`config.mk`:
```
export PLATFORM = sky130hd
export DESIGN_NAME = breath_env_gen_flat
export DESIGN_NICKNAME = d
export VERILOG_FILES = /design/src/rtl/breath_pkg.sv /design/src/rtl/breath_env_gen_if.sv /design/src/rtl/breath_frame_tb.sv /design/src/rtl/breath_env_gen.sv /design/src/flat_wrapper.sv
export SDC_FILE = /design/constraint.sdc
export NUM_CORES = 1
export LEC_CHECK = 0
export BUFFER_PORTS_ARGS = -buffer_cell sky130_fd_sc_hd__buf_4
export CORE_MARGIN = 2
export CORE_UTILIZATION = 55
export DETAILED_ROUTE_END_ITERATION = 8
export GPL_TIMING_DRIVEN = 1
export PLACE_DENSITY = 0.77
export SLEW_MARGIN = 20
export SYNTH_ARGS = -nofsm -noshare
export SYNTH_HDL_FRONTEND = slang
export SYNTH_SLANG_ARGS = --single-unit
```
`constraint.sdc`:
```
create_clock -name clk -period 3.6 [get_ports clk]
set_input_delay 0.72 -clock clk [delete_from_list [all_inputs] [get_ports clk]]
set_output_delay 0.72 -clock clk [all_outputs]
set_load 0.02 [all_outputs]
```
`src/rtl/breath_pkg.sv`:
```
// ---------------------------------------------------------------------------
// breath_pkg
// Shared definitions for the breathing-LED envelope generator:
//   - state encoding of the envelope FSM (3 bits; IDLE..HOLD_LO)
//   - default timing / level constants
//   - STEP_W, width of the runtime step and hold inputs
//   - cnt_width(), counter width helper that never returns 0
// ---------------------------------------------------------------------------
package breath_pkg;

    localparam int STEP_W          = 8;
    localparam int CLK_DIV_DEF     = 50;    // clk cycles per PWM tick
    localparam int FRAME_TICKS_DEF = 1000;  // ticks per PWM frame
    localparam int LEVEL_W_DEF     = 10;
    localparam int LEVEL_MAX_DEF   = 999;

    typedef enum logic [2:0] {
        IDLE    = 3'd0,
        RISE    = 3'd1,
        HOLD_HI = 3'd2,
        FALL    = 3'd3,
        HOLD_LO = 3'd4
    } state_e;

    // Width of a counter covering 0..n-1; at least 1 bit so n=1 still builds.
    function automatic int cnt_width(input int n);
        return (n > 1) ? $clog2(n) : 1;
    endfunction

endpackage

```
`src/rtl/breath_env_gen_if.sv`:
```
// ---------------------------------------------------------------------------
// breath_env_gen_if
// Control/output bundle of the envelope generator.
//   en_i, step_i, hold_hi_i, hold_lo_i : runtime controls (master drives)
//   duty_o, frame_o, state_o, busy_o   : envelope outputs (slave drives)
//   frame_cnt_o                        : shared in-frame tick index, so the
//                                        PWM stage can use the same timebase
// Parameters: LEVEL_W (duty width), FCNT_W (frame counter width).
// ---------------------------------------------------------------------------
interface breath_env_gen_if #(
    parameter int LEVEL_W = 10,
    parameter int FCNT_W  = 10
);
    logic               en_i;
    logic [7:0]         step_i;
    logic [7:0]         hold_hi_i;
    logic [7:0]         hold_lo_i;
    logic [LEVEL_W-1:0] duty_o;
    logic               frame_o;
    logic [2:0]         state_o;
    logic               busy_o;
    logic [FCNT_W-1:0]  frame_cnt_o;

    modport master (
        output en_i, step_i, hold_hi_i, hold_lo_i,
        input  duty_o, frame_o, state_o, busy_o, frame_cnt_o
    );

    modport slave (
        input  en_i, step_i, hold_hi_i, hold_lo_i,
        output duty_o, frame_o, state_o, busy_o, frame_cnt_o
    );
endinterface

```
`src/rtl/breath_frame_tb.sv`:
```
// ---------------------------------------------------------------------------
// breath_frame_tb
// PWM timebase: tick_cnt counts 0..CLK_DIV-1, frame_cnt advances on every
// tick wrap and counts 0..FRAME_TICKS-1.
// Ports:
//   clk, rst_n   : clock, synchronous active-low reset
//   fb_o         : combinational frame boundary (both counters at maximum)
//   frame_cnt_o  : current tick index inside the frame
// ---------------------------------------------------------------------------
module breath_frame_tb
    import breath_pkg::*;
#(
    parameter int CLK_DIV     = CLK_DIV_DEF,
    parameter int FRAME_TICKS = FRAME_TICKS_DEF,
    parameter int FCNT_W      = cnt_width(FRAME_TICKS)
) (
    input  logic              clk,
    input  logic              rst_n,
    output logic              fb_o,
    output logic [FCNT_W-1:0] frame_cnt_o
);
    localparam int TICK_W = cnt_width(CLK_DIV);
    localparam logic [TICK_W-1:0] TICK_MAX  = TICK_W'(CLK_DIV - 1);
    localparam logic [FCNT_W-1:0] FRAME_MAX = FCNT_W'(FRAME_TICKS - 1);

    logic [TICK_W-1:0] tick_q, tick_d;
    logic [FCNT_W-1:0] frame_q, frame_d;
    logic              tick_wrap;
    logic              frame_wrap;

    always_comb begin
        tick_wrap  = (tick_q == TICK_MAX);
        frame_wrap = (frame_q == FRAME_MAX);
        tick_d     = tick_wrap ? '0 : tick_q + 1'b1;
        frame_d    = frame_q;
        if (tick_wrap) begin
            frame_d = frame_wrap ? '0 : frame_q + 1'b1;
        end
        fb_o = tick_wrap && frame_wrap;
    end

    always_ff @(posedge clk) begin
        if (!rst_n) begin
            tick_q  <= '0;
            frame_q <= '0;
        end else begin
            tick_q  <= tick_d;
            frame_q <= frame_d;
        end
    end

    assign frame_cnt_o = frame_q;

endmodule

```
`src/rtl/breath_env_gen.sv`:
```
// ---------------------------------------------------------------------------
// breath_env_gen
// Breathing envelope: once per PWM frame the level moves through
// rise -> hold-high -> fall -> hold-low; duty_o is registered on the frame
// boundary together with the frame_o strobe and stays stable all frame.
// Ports:
//   clk, rst_n : clock, synchronous active-low reset
//   bus        : breath_env_gen_if.slave (controls in, duty/frame/state out)
// Build option: define BREATH_GAMMA_EN to output (level*level) >> LEVEL_W
// instead of the linear level (approximate gamma 2); timing is unchanged.
// ---------------------------------------------------------------------------
module breath_env_gen
    import breath_pkg::*;
#(
    parameter int CLK_DIV     = CLK_DIV_DEF,
    parameter int FRAME_TICKS = FRAME_TICKS_DEF,
    parameter int LEVEL_W     = LEVEL_W_DEF,
    parameter int LEVEL_MAX   = LEVEL_MAX_DEF
) (
    input  logic          clk,
    input  logic          rst_n,
    breath_env_gen_if.slave bus
);
    localparam int FCNT_W = cnt_width(FRAME_TICKS);
    // One spare bit so level+step can be compared against the peak without wrap.
    localparam int SUM_W  = ((LEVEL_W > STEP_W) ? LEVEL_W : STEP_W) + 1;
    localparam logic [SUM_W-1:0]   MAX_EXT = SUM_W'(LEVEL_MAX);
    localparam logic [LEVEL_W-1:0] MAX_LVL = LEVEL_W'(LEVEL_MAX);

    logic              fb;
    logic [FCNT_W-1:0] frame_cnt;

    breath_frame_tb #(
        .CLK_DIV     (CLK_DIV),
        .FRAME_TICKS (FRAME_TICKS),
        .FCNT_W      (FCNT_W)
    ) u_timebase (
        .clk         (clk),
        .rst_n       (rst_n),
        .fb_o        (fb),
        .frame_cnt_o (frame_cnt)
    );

    state_e              state_q, state_d;
    logic [LEVEL_W-1:0]  level_q, level_d;
    logic [STEP_W-1:0]   hold_cnt_q, hold_cnt_d;
    logic [LEVEL_W-1:0]  duty_q, duty_d;
    logic                frame_q;

    logic [SUM_W-1:0]    step_eff;
    logic [SUM_W-1:0]    lvl_ext;
    logic [SUM_W-1:0]    sum;
    state_e              start_state;
    logic [LEVEL_W-1:0]  start_level;
    logic [LEVEL_W-1:0]  shaped;

    // Starting a breath from zero: a step that already reaches the peak goes
    // straight to HOLD_HI instead of overshooting.
    always_comb begin
        step_eff = (bus.step_i == '0) ? SUM_W'(1) : SUM_W'(bus.step_i);
        lvl_ext  = SUM_W'(level_q);
        sum      = lvl_ext + step_eff;
        if (step_eff >= MAX_EXT) begin
            start_state = HOLD_HI;
            start_level = MAX_LVL;
        end else begin
            start_state = RISE;
            start_level = step_eff[LEVEL_W-1:0];
        end
    end

    always_comb begin
        state_d    = state_q;
        level_d    = level_q;
        hold_cnt_d = hold_cnt_q;
        case (state_q)
            IDLE: begin
                if (fb) begin
                    level_d = '0;
                    if (bus.en_i) begin
                        state_d    = start_state;
                        level_d    = start_level;
                        hold_cnt_d = bus.hold_hi_i;
                    end
                end
            end
            RISE: begin
                if (fb) begin
                    if (!bus.en_i) begin
                        state_d = FALL;
                    end else if (sum >= MAX_EXT) begin
                        state_d    = HOLD_HI;
                        level_d    = MAX_LVL;
                        hold_cnt_d = bus.hold_hi_i;
                    end else begin
                        level_d = sum[LEVEL_W-1:0];
                    end
                end
            end
            HOLD_HI: begin
                if (fb) begin
                    if (!bus.en_i || hold_cnt_q == '0) begin
                        state_d = FALL;
                    end else begin
                        hold_cnt_d = hold_cnt_q - 1'b1;
                    end
                end
            end
            FALL: begin
                // en_i is not looked at: a started fall always reaches zero.
                if (fb) begin
                    if (lvl_ext <= step_eff) begin
                        state_d    = HOLD_LO;
                        level_d    = '0;
                        hold_cnt_d = bus.hold_lo_i;
                    end else begin
                        level_d = LEVEL_W'(lvl_ext - step_eff);
                    end
                end
            end
            HOLD_LO: begin
                if (fb) begin
                    level_d = '0;
                    if (hold_cnt_q == '0) begin
                        if (bus.en_i) begin
                            state_d    = start_state;
                            level_d    = start_level;
                            hold_cnt_d = bus.hold_hi_i;
                        end else begin
                            state_d = IDLE;
                        end
                    end else begin
                        hold_cnt_d = hold_cnt_q - 1'b1;
                    end
                end
            end
            default: begin
                // Unused encodings fall back to IDLE without waiting for fb.
                state_d    = IDLE;
                level_d    = '0;
                hold_cnt_d = '0;
            end
        endcase
    end

`ifdef BREATH_GAMMA_EN
    logic [2*LEVEL_W-1:0] level_sq;
    assign level_sq = (2*LEVEL_W)'(level_d) * (2*LEVEL_W)'(level_d);
    assign shaped   = level_sq[2*LEVEL_W-1:LEVEL_W];
`else
    assign shaped   = level_d;
`endif

    // Duty is taken from the level being written at fb so it lands on the
    // same edge frame_o rises.
    always_comb begin
        duty_d = duty_q;
        if (fb) begin
            duty_d = shaped;
        end
    end

    always_ff @(posedge clk) begin
        if (!rst_n) begin
            state_q    <= IDLE;
            level_q    <= '0;
            hold_cnt_q <= '0;
            duty_q     <= '0;
            frame_q    <= 1'b0;
        end else begin
            state_q    <= state_d;
            level_q    <= level_d;
            hold_cnt_q <= hold_cnt_d;
            duty_q     <= duty_d;
            frame_q    <= fb;
        end
    end

    assign bus.duty_o      = duty_q;
    assign bus.frame_o     = frame_q;
    assign bus.state_o     = state_q;
    assign bus.busy_o      = (state_q != IDLE);
    assign bus.frame_cnt_o = frame_cnt;

endmodule

```
`src/flat_wrapper.sv`:
```
// flat-port wrapper written by rule: the top's interface ports become plain ports
module breath_env_gen_flat import breath_pkg::*;
#(
    parameter int CLK_DIV     = CLK_DIV_DEF,
    parameter int FRAME_TICKS = FRAME_TICKS_DEF,
    parameter int LEVEL_W     = LEVEL_W_DEF,
    parameter int LEVEL_MAX   = LEVEL_MAX_DEF
)
  (clk, rst_n, bus_en_i, bus_step_i, bus_hold_hi_i, bus_hold_lo_i, bus_duty_o, bus_frame_o, bus_state_o, bus_busy_o, bus_frame_cnt_o);
  breath_env_gen_if #(.LEVEL_W(LEVEL_W), .FCNT_W((cnt_width(FRAME_TICKS)))) bus_i ();
  input  logic clk;
  input  logic rst_n;
  input wire logic [$bits(bus_i.en_i)-1:0] bus_en_i;
  input wire logic [$bits(bus_i.step_i)-1:0] bus_step_i;
  input wire logic [$bits(bus_i.hold_hi_i)-1:0] bus_hold_hi_i;
  input wire logic [$bits(bus_i.hold_lo_i)-1:0] bus_hold_lo_i;
  output wire logic [$bits(bus_i.duty_o)-1:0] bus_duty_o;
  output wire logic [$bits(bus_i.frame_o)-1:0] bus_frame_o;
  output wire logic [$bits(bus_i.state_o)-1:0] bus_state_o;
  output wire logic [$bits(bus_i.busy_o)-1:0] bus_busy_o;
  output wire logic [$bits(bus_i.frame_cnt_o)-1:0] bus_frame_cnt_o;
  assign bus_i.en_i = bus_en_i;
  assign bus_i.step_i = bus_step_i;
  assign bus_i.hold_hi_i = bus_hold_hi_i;
  assign bus_i.hold_lo_i = bus_hold_lo_i;
  assign bus_duty_o = bus_i.duty_o;
  assign bus_frame_o = bus_i.frame_o;
  assign bus_state_o = bus_i.state_o;
  assign bus_busy_o = bus_i.busy_o;
  assign bus_frame_cnt_o = bus_i.frame_cnt_o;
  breath_env_gen #(.CLK_DIV(CLK_DIV), .FRAME_TICKS(FRAME_TICKS), .LEVEL_W(LEVEL_W), .LEVEL_MAX(LEVEL_MAX)) u_core (.clk(clk), .rst_n(rst_n), .bus(bus_i));
endmodule
```
==> impl_results.md, run 1 <==
- Cell at the root of the clock tree: clkbuf_8
- Pre-CTS setup slack: -0.1651 ns
- First-pass iteration count of the detailed router: 7
- Hold buffers post-CTS: 0
- Cells after Synth: 510
- Count of input and output buffers: 51
- Kind of critical path: in -> reg
- Critical path, cell by cell: buf_4 > nor4_4 > a41oi_1 > inv_1 > buf_4 > ha_1 > inv_1 > fa_1 > a211oi_1 > nor2_1 > o31ai_1 > a21oi_1 > nor4_1 > a21oi_1 > a21oi_1
- Fin crit share: 0.9360
- Die area: 7719 sq um
- GP Congestion: 0.9674
- Grt ovf: 0
- Worst min-delay path class: reg -> reg
- GRT Total Usage: 0.3037
- Worst vdd ir: 0.2266 mV
- Top cell by count, worst path: a21oi_1
- Worst-margin pin slew: 0.8112 ns
- Synth cell types: 78
- ANT cells: 0
- FMAX: 296.8 MHz
- Fin Clk Skew: 0.005284 ns
- CTS tree: built
- Crit Path Max Fanout: 3
- 1st-iter DRT viols: 345
- Post CTS Setup Buffer Count: 0
- Final antenna-violating net count: 0
- Worst-path clk slew: 0.10 ns
- Post-synth EDFFs: 0
- Final setup fails: 0
- Post-DP HPWL: 8439 um
- Core Area: 6794 sq um
- Post-Layout Cell Count: 660
- Vias in the first global route: 3879
- Avg WL per Cell: 17.20 um
- Fraction of layout instances using a drive strength above 1: 0.1879
- Mapped Nets: 560
- Clk_lat worst skew: 0.31 ns
- Pwr Total: 1063 uW
- Largest net degree at the start of global routing: 29
- Area delta synth->final: 17.31%
- Hold WS: 0.4839 ns
- Max-cap violation count: 0
- RSZ-0062 raised after global routing: false
- Type of destination of the critical path: flip-flop
- Chip height: 87.86 um
- Synth Flop Type: dfxtp_1
- PD cells: 234.2 nW/um^2
- Crit path launch type: input port
- Synthesis-stage register bit count: 48
- Register area share after synthesis: 0.2485
- Via count: 4099
- Worst path required time: 3.85 ns
- Initial Util: 0.5692
- Avg Cell Area, Syn: 7.583 sq um
- Synth Cell Area: 3867 sq um
- Crit path time final: 3.370 ns
- WP data arrival: 3.62 ns
- Synth warn: 0
- Max clock buf depth: 2
- Die width: 87.86 um
- DRC: 0
- Status: complete, no violations
- Clock Sinks: 48
- Initial antenna violation count: 0
- Num ports: 52
- Slew headroom: 0.4550
- Leakage: 0.001865 uW
- Critical Path Max Stage Delay: 0.40 ns
- First-pass GRT wire length: 18750 um
- WP buf/inv: 4
- Final nets: 613
- Final setup margin: 0.2303 ns
- FP Rows: 30
- CP top delay family: compound AO/OA/AOI/OAI gates
- H-tree depth: 2
- Vias per inst: 6.211
- Post-Route WL: 11350 um
- Placed cell count: 652
- FFs w/ async S/R, synth: 0
- Final setup TNS: 0 ns
- Max-slew violations: 0
- CP max stage cell: fa_1
- Final hold vios: 0
- CTS Buf Count: 5
-- registers in the layout, summed over array words and instances (netlist names) --
| register | cells |
|---|---|
| u_core.u_timebase.tick_q | 6 |
| u_core.u_timebase.frame_cnt_o | 10 |
| u_core.bus.state_o | 3 |
| u_core.bus.duty_o | 10 |
| u_core.level_q | 10 |
| u_core.bus.frame_o | 1 |
| u_core.hold_cnt_q | 8 |
-- power by group --
group	switching [uW]	internal (uW)	leakage [uW]	total, uW
Combinational	65.3	53.4	0.00142	119
Clock	199	210	0.0000548	408
Sequential	2.54	533	0.000387	536
Total	266	796	0.00187	1060
-- Yosys cell counts (8+ instances only) --
cell type  count  area share
dfxtp_1       48        0.25
o211ai_1      12       0.023
nor2b_1        8       0.013
o31ai_1        8       0.016
nand2_1       43       0.042
nand3_1       11       0.014
o21a_1         9       0.017
a21oi_1       37       0.048
xor2_1        12       0.027
xnor2_1       12       0.027
clkbuf_1      19       0.018
o21ai_0       28       0.036
ha_1          21       0.068
nor3_1        14       0.018
inv_1         27       0.026
a211oi_1      10       0.019
nor2_1        57       0.055
-- final cells by class --
| cell class | instances | area (sq um) |
|---|---|---|
| multi-input cells | 406 | 2684 |
| inverters | 29 | 108.9 |
| fillers | 610 | 2257 |
| clock inverters | 3 | 46.29 |
| repair buffers | 73 | 548.0 |
| clock buffers | 5 | 68.82 |
| flip-flops and latches | 48 | 960.9 |
| well taps | 96 | 120.1 |
-- placed cells by master, fill, tap and decap left out, types with 10 or more instances in the layout --
| cell type | n |
|---|---|
| a211oi_1 | 10 |
| a21oi_1 | 37 |
| buf_4 | 73 |
| dfxtp_1 | 48 |
| ha_1 | 21 |
| inv_1 | 27 |
| nand2_1 | 42 |
| nand3_1 | 11 |
| nor2_1 | 57 |
| nor3_1 | 14 |
| o211ai_1 | 12 |
| o21ai_0 | 28 |
| xnor2_1 | 12 |
| xor2_1 | 12 |
-- metal layers --
metal | GRT usage | vias up | part of all wire
met3 | 0.03393 | 32 | 0.061
met1 | 0.4173 | 1934 | 0.44
met5 | 0 | - | 0
met2 | 0.4917 | 164 | 0.47
met4 | 0.1119 | 0 | 0.031
li1 | - | 1969 | -
-- kinds of logic (layout without fill, tap and decap cells) --
group,Yosys count,in the layout,synth area share
buffers and inverters,56,110,0.06212
adders and majority gates,23,23,0.07829
xor gates and xnor gates,24,24,0.05435
AOI/OAI and AO/OA,170,170,0.3054
DFF,48,48,0.2485
and+or+nand+nor,186,186,0.2436
muxes,3,3,0.007765
-- through the flow --
step | cell area [sq um] | utilization
final | 4537 | 0.6678
after global routing | 4537 | 0.6678
after CTS | 4519 | 0.6652
after detailed placement | 4404 | 0.6483
after global placement | 4404 | 0.6483
after floorplan | 3867 | -
-- final timing paths --
kind,slack (ns),start,cells after the start,endpoint
worst max-delay path,0.23,bus_step_i[5],15,u_core.level_q[8]
worst min-delay path,0.48,u_core.u_timebase.tick_q[0],1,u_core.u_timebase.tick_q[0]
worst max register to register,0.69,u_core.u_timebase.frame_cnt_o[0],7,u_core.bus.duty_o[6]
worst min register to register,0.48,u_core.u_timebase.tick_q[0],1,u_core.u_timebase.tick_q[0]
-- worst register-to-register path: stages (launching register included) --
cell and delay [ns]:
dfxtp_1 0.41, ha_1 0.28, nand4_1 0.11, nor4_1 0.53
nand2_2 0.32, nor3_1 0.75, a311oi_1 0.26, o2bb2ai_1 0.19
-- repair_timing --
| item | CTS | global route |
|---|---|---|
| hold endpoints to repair | 0 | 0 |
| resized for setup | 0 | 3 |
| endpoints found under the setup margin | 0 | 22 |
No activity file was read; power rests on OpenSTA's default activity.
==> run 2: changes to the inputs <==
ABC_AREA = 1   (was not set)
CTS_BUF_LIST = sky130_fd_sc_hd__clkbuf_16   (was not set)
==> run 2 against run 1 <==
Against the previous run: wire length increased by 0.59%; non-clock buffer count shrank 18; combinational power shrank 7%; die area increased by 1.6%; fmax increased by 6.0%; clock skew hardly changed; critical path depth is 5 higher; register-to-register slack better by 0.32 ns; cell area fell by 0.36%; sequential share of layout area is 0.076 points higher; clock power is 13% higher; critical path type unchanged.
==> impl_results.md, run 2 <==
- Chip height: 88.57 um
- Placed cell areas: 4377 sq um
- Type of destination of the critical path: flip-flop
- 1st-iter DRT viols: 271
- Most frequent cells in the layout: 189 x nand2_1, 81 x nor2_1, 57 x inv_1, 55 x buf_4, 51 x nand3_1
- Max-slew violations: 0
- Worst path required time: 3.83 ns
- Register area share after synthesis: 0.2443
- Avg WL per Cell: 14.74 um
- Final nets: 728
- Max-cap violation count: 0
- FMAX: 314.4 MHz
- Die area: 7845 sq um
- Design area: 4521 sq um
- First-pass iteration count of the detailed router: 5
- Clock Sinks: 48
- Largest cells by area after synthesis: dfxtp_1 24%, nand2_1 18%, nor2_1 7.7%, ha_1 6.7%, nand3_1 6.5%
- Leakage: 0.002145 uW
- First-pass GRT wire length: 18710 um
- CTS Buf Count: 5
- GP Congestion: 0.9687
- Clk_lat worst skew: 0.29 ns
- Top cell by count, worst path: nand2_1
- Cell at the root of the clock tree: clkbuf_16
- Synth Cell Area: 3934 sq um
- Count leader, synth: nand2_1
- Synth cell types: 46
- ANT cells: 0
- WP buf/inv: 5
- Grt ovf: 0
- Synth top area share: 0.2443
- Post-synth EDFFs: 0
- Fin Clk Skew: 0.005493 ns
- Initial antenna violation count: 0
- Final setup fails: 0
- Synth Flop Type: dfxtp_1
- Final setup TNS: 0 ns
- Num ports: 52
- Crit path launch type: input port
- Synth area leader: dfxtp_1
- Count of input and output buffers: 51
- Post-DP HPWL: 8940 um
- Kind of critical path: in -> reg
- Synthesis-stage register bit count: 48
- Vias in the first global route: 4020
- Top post-synthesis cells by count: 189 x nand2_1, 81 x nor2_1, 57 x inv_1
- Largest net degree at the start of global routing: 17
- FFs w/ async S/R, synth: 0
- Final hold vios: 0
- Slew headroom: 0.5950
- Crit Path Max Fanout: 5
- Vias per inst: 5.472
- GRT Total Usage: 0.3026
- Via count: 4241
- CP max stage cell: fa_1
- DRC: 0
- Fraction of layout instances using a drive strength above 1: 0.1561
- Final antenna-violating net count: 0
- Post-Layout Cell Count: 775
- Max clock buf depth: 2
- WP data arrival: 3.41 ns
- CTS tree: built
- Status: complete, no violations
- Hold buffers post-CTS: 0
- Worst vdd ir: 0.2615 mV
- Post CTS Setup Buffer Count: 0
- Post-CTS Resized: 0
- Core Area: 6869 sq um
- Worst min-delay path class: reg -> reg
- Placed cell count: 767
- Cells after Synth: 635
- Most common cell after layout, fill and taps aside: nand2_1
- Die width: 88.57 um
- PD cells: 245.2 nW/um^2
- CP top delay family: simple AND/OR/NAND/NOR gates
- Critical path, cell by cell: buf_4 > inv_1 > nand4_1 > o21bai_1 > ha_1 > inv_1 > fa_1 > inv_1 > nand2_1 > nand2_1 > nand2_1 > nand2_1 > nand3_1 > nand2_1 > inv_2 > nand2_1 > o21ai_1 > nand2_1 > nand2_1 > nand2_1
- Critical Path Max Stage Delay: 0.40 ns
- Worst-path clk slew: 0.06 ns
- Mapped Nets: 685
- Initial Util: 0.5727
- FP Rows: 30
- H-tree depth: 2
- Synth warn: 0
- RSZ-0062 raised after global routing: false
- Post-Route WL: 11420 um
- Avg Cell Area, Syn: 6.195 sq um
- Crit path time final: 3.180 ns
- Worst-margin pin slew: 0.6053 ns
- Area delta synth->final: 14.92%
- Fin crit share: 0.8834
run 2: cell families after synthesis:
family,count (synthesis),synth area share
buf+inv,92,0.09319
xor+xnor,14,0.03117
compound gates,88,0.1310
flops,48,0.2443
fa+ha+maj,23,0.07697
simple gates,370,0.4233
run 2: power by group:
group / internal, uW / switching (uW) / total, uW
clock network: 255 / 205 / 460
logic: 43.3 / 67.7 / 111
registers: 533 / 3.42 / 537
run 2: final cells by class:
cell class,instances,area (sq um)
multi-input combinational,495,2606
fill,659,2349
sequential,48,960.9
timing repair buffer,55,412.9
inverter,73,276.5
clock buffer,5,125.1
tap,96,120.1
clock inverter,3,18.77
run 2: per-stage QoR:
step                hold WS (ns)  total power [uW]  setup slack (ns)  utilization
floorplan                 0.4445             615.4            0.5534            -
global placement          0.4393             656.3            0.2086       0.6372
detailed placement        0.4443             658.3            0.1826       0.6372
CTS                       0.4563              1112            0.4680       0.6581
global route              0.4661              1143            0.2201       0.6581
finish                    0.4538              1108            0.4198       0.6581
run 2: worst paths after layout:
| path | startpoint | endpoint | slack (ns) | depth (start not counted) |
|---|---|---|---|---|
| hold / removal | u_core.bus.duty_o[5] | u_core.bus.duty_o[5] | 0.45 | 2 |
| setup reg to reg | u_core.level_q[3] | u_core.bus.duty_o[2] | 1.01 | 16 |
| hold reg to reg | u_core.bus.duty_o[5] | u_core.bus.duty_o[5] | 0.45 | 2 |
| setup / recovery | bus_step_i[1] | u_core.bus.duty_o[2] | 0.42 | 20 |
run 2: per-layer routing:
| layer | vias to the layer above | routed length (um) | global-route usage |
|---|---|---|---|
| li1 | 2136 | - | - |
| met2 | 165 | 5488 | 0.5236 |
| met5 | - | 0 | 0 |
| met1 | 1918 | 4984 | 0.3846 |
| met3 | 22 | 659 | 0.04384 |
| met4 | 0 | 287 | 0.1061 |
run 2: worst register-to-register path, delay by kind of cell, from the launching register on:
kind / cells / cell delay [ns]
flops: 1 / 0.39
compound gates: 1 / 0.19
buf+inv: 3 / 0.28
simple gates: 11 / 1.17
fa+ha+maj: 1 / 0.48
